File: src/rtl/fp32_uart_pkg.sv
// Shared types and constants for the fp32 host-link UART blocks.
// FP32_WORDS packed fp32 values make up one UART_NUM_BYTES-byte word.
package fp32_uart_pkg;

    typedef enum logic [1:0] {
        IDLE,
        START,
        DATA,
        STOP
    } tx_state_t;

    localparam int DEFAULT_CLKS_PER_BIT = 5208;
    localparam int FP32_WORDS           = 3;
    localparam int UART_NUM_BYTES       = FP32_WORDS * 4;

endpackage

File: src/rtl/fp32_uart_baud_cnt.sv
// Bit-period counter: counts 0..CLKS_PER_BIT-1 and strobes bit_end on the last cycle.
// clear holds the count at zero so the first period after release is a full one.
module fp32_uart_baud_cnt #(
    parameter int CLKS_PER_BIT = 16
) (
    input  logic CLK_I,
    input  logic RST_I,
    input  logic clear,
    output logic bit_end
);

    localparam int CW = (CLKS_PER_BIT > 2) ? $clog2(CLKS_PER_BIT) : 1;
    localparam logic [CW-1:0] CNT_LAST = CW'(CLKS_PER_BIT - 1);

    logic [CW-1:0] clk_cnt_reg;

    always_ff @(posedge CLK_I or posedge RST_I) begin
        if (RST_I) begin
            clk_cnt_reg <= '0;
        end else if (clear || bit_end) begin
            clk_cnt_reg <= '0;
        end else begin
            clk_cnt_reg <= clk_cnt_reg + 1'b1;
        end
    end

    assign bit_end = !clear && (clk_cnt_reg == CNT_LAST);

endmodule

File: src/rtl/fp32_uart_tx_96.sv
// 96-bit word UART transmitter: 12 bytes, byte 0 first, each start + 8 data (LSB first) + stop bits.
// Every output is registered from the next-state values so the line never glitches.
module fp32_uart_tx_96
    import fp32_uart_pkg::*;
#(
    parameter int CLKS_PER_BIT = DEFAULT_CLKS_PER_BIT,
    parameter int NUM_BYTES    = UART_NUM_BYTES,
    parameter int STOP_BITS    = 2
) (
    input  logic                   CLK_I,
    input  logic                   RST_I,
    input  logic                   TX_VALID_I,
    output logic                   TX_READY_O,
    input  logic [NUM_BYTES*8-1:0] TX_DATA_I,
    output logic                   UART_TX_O,
    output logic                   TX_BUSY_O,
    output logic                   TX_DONE_O
);

    localparam int BW  = $clog2(NUM_BYTES);
    localparam int SCW = $clog2(STOP_BITS + 1);
    localparam logic [BW-1:0]  BYTE_LAST = BW'(NUM_BYTES - 1);
    localparam logic [SCW-1:0] STOP_LAST = SCW'(STOP_BITS - 1);

    tx_state_t state_reg, state_next;
    logic [2:0]             bit_idx_reg, bit_idx_next;
    logic [BW-1:0]          byte_idx_reg, byte_idx_next;
    logic [SCW-1:0]         stop_cnt_reg, stop_cnt_next;
    logic [NUM_BYTES*8-1:0] data_reg;

    logic line_reg, line_next;
    logic ready_reg, ready_next;
    logic busy_reg, busy_next;
    logic done_reg, done_next;

    logic accept;
    logic bit_end;
    logic frame_end;
    logic [BW+2:0] bit_sel;

    assign accept = TX_VALID_I && ready_reg;

    // Counter is held while idle, so a new frame always starts on a fresh full bit period.
    fp32_uart_baud_cnt #(
        .CLKS_PER_BIT(CLKS_PER_BIT)
    ) u_baud_cnt (
        .CLK_I  (CLK_I),
        .RST_I  (RST_I),
        .clear  (state_reg == IDLE),
        .bit_end(bit_end)
    );

    always_ff @(posedge CLK_I or posedge RST_I) begin
        if (RST_I) begin
            state_reg    <= IDLE;
            bit_idx_reg  <= '0;
            byte_idx_reg <= '0;
            stop_cnt_reg <= '0;
            data_reg     <= '0;
            line_reg     <= 1'b1;
            ready_reg    <= 1'b1;
            busy_reg     <= 1'b0;
            done_reg     <= 1'b0;
        end else begin
            state_reg    <= state_next;
            bit_idx_reg  <= bit_idx_next;
            byte_idx_reg <= byte_idx_next;
            stop_cnt_reg <= stop_cnt_next;
            if (accept) begin
                data_reg <= TX_DATA_I;
            end
            line_reg  <= line_next;
            ready_reg <= ready_next;
            busy_reg  <= busy_next;
            done_reg  <= done_next;
        end
    end

    always_comb begin
        state_next    = state_reg;
        bit_idx_next  = bit_idx_reg;
        byte_idx_next = byte_idx_reg;
        stop_cnt_next = stop_cnt_reg;
        frame_end     = 1'b0;
        case (state_reg)
            IDLE: begin
                if (accept) begin
                    state_next    = START;
                    bit_idx_next  = '0;
                    byte_idx_next = '0;
                    stop_cnt_next = '0;
                end
            end
            START: begin
                if (bit_end) begin
                    state_next   = DATA;
                    bit_idx_next = '0;
                end
            end
            DATA: begin
                if (bit_end) begin
                    if (bit_idx_reg == 3'd7) begin
                        state_next    = STOP;
                        bit_idx_next  = '0;
                        stop_cnt_next = '0;
                    end else begin
                        bit_idx_next = bit_idx_reg + 3'd1;
                    end
                end
            end
            STOP: begin
                if (bit_end) begin
                    if (stop_cnt_reg != STOP_LAST) begin
                        stop_cnt_next = stop_cnt_reg + 1'b1;
                    end else if (byte_idx_reg != BYTE_LAST) begin
                        byte_idx_next = byte_idx_reg + 1'b1;
                        state_next    = START;
                    end else begin
                        state_next = IDLE;
                        frame_end  = 1'b1;
                    end
                end
            end
            default: begin
                state_next = IDLE;
            end
        endcase
    end

    // {byte_idx, bit_idx} is byte_idx*8 + bit_idx without a multiplier.
    always_comb begin
        line_next  = 1'b1;
        ready_next = 1'b0;
        busy_next  = 1'b1;
        done_next  = frame_end;
        bit_sel    = {byte_idx_next, bit_idx_next};
        case (state_next)
            IDLE: begin
                ready_next = 1'b1;
                busy_next  = 1'b0;
            end
            START: line_next = 1'b0;
            DATA:  line_next = data_reg[bit_sel];
            STOP:  line_next = 1'b1;
            default: begin
                ready_next = 1'b1;
                busy_next  = 1'b0;
            end
        endcase
    end

    assign UART_TX_O  = line_reg;
    assign TX_READY_O = ready_reg;
    assign TX_BUSY_O  = busy_reg;
    assign TX_DONE_O  = done_reg;

endmodule

File: config.mk
export PLATFORM = sky130hd
export DESIGN_NAME = fp32_uart_tx_96
export DESIGN_NICKNAME = d
export VERILOG_FILES = /design/src/rtl/fp32_uart_pkg.sv /design/src/rtl/fp32_uart_baud_cnt.sv /design/src/rtl/fp32_uart_tx_96.sv
export SDC_FILE = /design/constraint.sdc
export NUM_CORES = 1
export LEC_CHECK = 0
export BUFFER_PORTS_ARGS = -buffer_cell sky130_fd_sc_hd__buf_2
export CORE_MARGIN = 2
export CORE_UTILIZATION = 61
export CTS_CLUSTER_DIAMETER = 120
export DETAILED_ROUTE_END_ITERATION = 10
export PLACE_DENSITY = 0.93
export SKIP_CTS_REPAIR_TIMING = 1
export SLEW_MARGIN = 40
export SYNTH_ARGS = -nofsm -noshare
export SYNTH_HDL_FRONTEND = slang
export SYNTH_SLANG_ARGS = --single-unit
File: constraint.sdc
create_clock -name CLK_I -period 9.5 [get_ports CLK_I]
set_input_delay 1.9 -clock CLK_I [delete_from_list [all_inputs] [get_ports CLK_I]]
set_output_delay 1.9 -clock CLK_I [all_outputs]
set_load 0.02 [all_outputs]
==> flow_summary.json <==
{
  "nets": 734,
  "path_delay_family": "simple AND/OR/NAND/NOR gates",
  "grt.overflow.total": 0,
  "area_growth_pct": 19.86,
  "synth-simple-area-share_pct": 11.82,
  "r2r-end": "UART_TX_O",
  "synth_cells": 530,
  "drv_slew": 0,
  "cts_root_buffer": "clkbuf_8",
  "reg2reg_depth": 13,
  "hpwl_um": 9627,
  "ys_seq_area_share_pct": 51.28,
  "status": "finished, final reports clean",
  "setup_viol": 0,
  "synth-compound-area-share_pct": 9.504,
  "wl_met1_um": 5699,
  "core_area_mm2": 0.009684,
  "synth_mux_area_share_pct": 20.52,
  "vdd_drop_max_mv": 0.1599,
  "final_util_pct": 74.95,
  "grt_max_degree": 70,
  "n_antenna_cell": 0,
  "wl_met3_um": 862,
  "ctsHtreeMaxLevel": 4,
  "critPathArrivalTime_ps": 5660,
  "die-width_um": 103.6,
  "die_h_um": 103.6,
  "hold_viol": 0,
  "num_vias": 4746,
  "tns_ps": 0,
  "layout-drive-gt1-share_pct": 39.40,
  "grt_pass1_wl_um": 24410,
  "critPathMaxFanout": 54,
  "io_pins": 103,
  "finalPower_w": 0.001229,
  "timing_worst_setup_path_type": "input port to flop",
  "antenna_found_initial": 0,
  "cts_buffers": 17,
  "first_pass_iters": 5,
  "power.density_mw_per_mm2": 169.3,
  "cts_tree": "built",
  "synth_seq_cells": 124,
  "hold_class": "flop to flop",
  "route.met2.wl_um": 7520,
  "clock_latency_ps": 540,
  "yosys_warnings": 0,
  "routed.top_layer": "met4",
  "r2r_setup_slack_ps": 5130,
  "synth.distinct_cells": 57,
  "start_kind": "input port",
  "crit_chain": "buf_2 -> nand2_4 -> a211oi_1 -> a2bb2oi_2 -> nand2_2 -> clkinv_2 -> mux2i_1 -> a221oi_1 -> nor4_1 -> nand2_1 -> nand4_1 -> o311ai_2",
  "synth_top_family_by_area": "multiplexers",
  "ys.flop_type": "dfrtp_1",
  "r2r-start": "state_reg[1]",
  "cp-endpoint": "UART_TX_O",
  "clock_sinks": 124,
  "cap_viol_max_count": 0,
  "crit_required_ps": 9950,
  "tightest_slew_ps": 810.5,
  "fill_cells": 600,
  "syn-num-nets": 639,
  "largest_register_ffs": 96,
  "clock_skew_ps": 6.486,
  "synth_area_mm2": 0.006056,
  "place_congestion": 0.8597,
  "avgViaCountPerCell": 6.164,
  "avgSynthCellArea_um2": 11.43,
  "synth_edf_count": 0,
  "min_period_over_period_pct": 54.87,
  "worst_path_max_delay_cell": "clkinv_2",
  "ant_nets": 0,
  "period_minus_slack_ps": 5212,
  "cp.depth": 12,
  "dieArea_mm2": 0.01074,
  "p_leak_nw": 3.640,
  "drt-initial-drc-count": 426,
  "cts.clk_slew.worst_paths_ps": 60,
  "worstSetupStartpoint": "TX_VALID_I",
  "rows": 36,
  "start_util_pct": 62.53,
  "port_buffers": 102,
  "synthAdderAreaFrac_pct": 2.066,
  "fmax_mhz": 191.9,
  "crit_buf_inv": 2,
  "grt_pass1_vias": 4941,
  "remaining_drc_errors": 0,
  "clk_path_buf_depth": 2,
  "async_flop_share_pct": 100.0,
  "maxSlewHeadroom_pct": 45.78,
  "worstSetupEndpointType": "flop",
  "grt_setup_unrepaired": "false",
  "wire_per_inst_um": 18.93,
  "synth_xor_area_share_pct": 1.446,
  "grtUsageTotal_pct": 28.85,
  "cpPeakStageDelay_ps": 800,
  "wl_um": 14580
}
[worst reg2reg max path, cell delays in order, from the launching register on]
cell and delay, ps:
dfrtp_1 430, inv_1 140, ha_1 440, nor4b_1 120
and4_1 280, a2bb2oi_2 150, nand2_2 600, clkinv_2 820
mux2i_1 310, a221oi_1 450, nor4_1 120, nand2_1 80
nand4_1 110, o311ai_2 220
[cell families (layout without fill, tap and decap cells)]
| family | Yosys count | count (layout) |
|---|---|---|
| AND/OR/NAND/NOR | 144 | 144 |
| flip-flops | 124 | 124 |
| multiplexers | 112 | 112 |
| AO/OA/AOI/OAI | 85 | 85 |
| buffers and inverters | 45 | 152 |
| adder cells (fa/ha/maj) | 10 | 10 |
| XOR/XNOR | 10 | 10 |
[report_power, final]
part	switching, W	total [W]	internal, W
sequential	0	0.000528	0.000528
combinational	0.0000173	0.0000321	0.0000148
clock	0.000243	0.000668	0.000425
total	0.000261	0.00123	0.000968
[how the worst min path moves through the flow]
stage	cells after the start	start	endpoint	slack, ps
floorplan	2	stop_cnt_reg[1]	stop_cnt_reg[1]	450
global placement	2	stop_cnt_reg[1]	stop_cnt_reg[1]	460
detailed placement	1	u_baud_cnt.clk_cnt_reg[0]	u_baud_cnt.clk_cnt_reg[0]	480
CTS	1	u_baud_cnt.clk_cnt_reg[0]	u_baud_cnt.clk_cnt_reg[0]	480
global route	1	data_reg[83]	data_reg[83]	510
finish	1	u_baud_cnt.clk_cnt_reg[0]	u_baud_cnt.clk_cnt_reg[0]	490
[routing by layer]
metal,vias to the layer above,global-route usage (%)
li1,2101,-
met1,2346,34.96
met2,242,49.24
met3,57,6.734
met4,0,13.13
met5,-,0
[per-stage QoR]
stage / std cells / area (um^2) / hold slack [ps] / setup WS, ps
floorplan: 530 / 6056 / 449.8 / 4304
global placement: 737 / 6628 / 464.9 / 4072
detailed placement: 738 / 6633 / 477.3 / 3853
CTS: 769 / 7239 / 484.8 / 4376
global route: 770 / 7258 / 512.7 / 4021
finish: 770 / 7258 / 486.8 / 4288
[area by class of cell]
class,instances,area [um^2],share of cell area (%)
clock inverter,14,192.7,2.655
inverter,15,65.06,0.8964
timing repair buffer,106,549.3,7.568
tap,133,166.4,2.293
clock buffer,17,414.1,5.706
multi-input combinational,361,2765,38.10
sequential,124,3105,42.79
[Yosys cell counts, types with 11 or more instances]
| library cell | n | share of area [%] |
|---|---|---|
| mux2i_1 | 15 | 2.5 |
| dfrtp_1 | 122 | 50 |
| buf_2 | 11 | 0.91 |
| inv_1 | 12 | 0.74 |
| a221oi_1 | 14 | 2.0 |
| nand3_1 | 15 | 1.2 |
| mux2_2 | 97 | 18 |
| clkbuf_1 | 14 | 0.87 |
| nand4_1 | 11 | 1.1 |
| nand2_1 | 63 | 3.9 |
| nor2_1 | 23 | 1.4 |
| a21oi_1 | 35 | 2.9 |
[placed cells by master, fill, tap and decap left out, types with 4 or more instances in the layout]
master | netlist | layout
dfrtp_1 | 122 | 122
buf_2 | 11 | 103
mux2_2 | 97 | 97
nand2_1 | 63 | 62
a21oi_1 | 35 | 34
nor2_1 | 23 | 23
clkbuf_16 | 0 | 16
nand3_1 | 15 | 15
mux2i_1 | 15 | 15
a221oi_1 | 14 | 14
inv_1 | 12 | 11
nand4_1 | 11 | 11
o21ai_0 | 10 | 10
ha_1 | 10 | 10
xor2_1 | 6 | 6
a211oi_1 | 6 | 6
xnor2_1 | 4 | 4
and3_1 | 4 | 4
clkinv_2 | 1 | 4
bufinv_16 | 0 | 4
(Power assumes the default switching activity.)
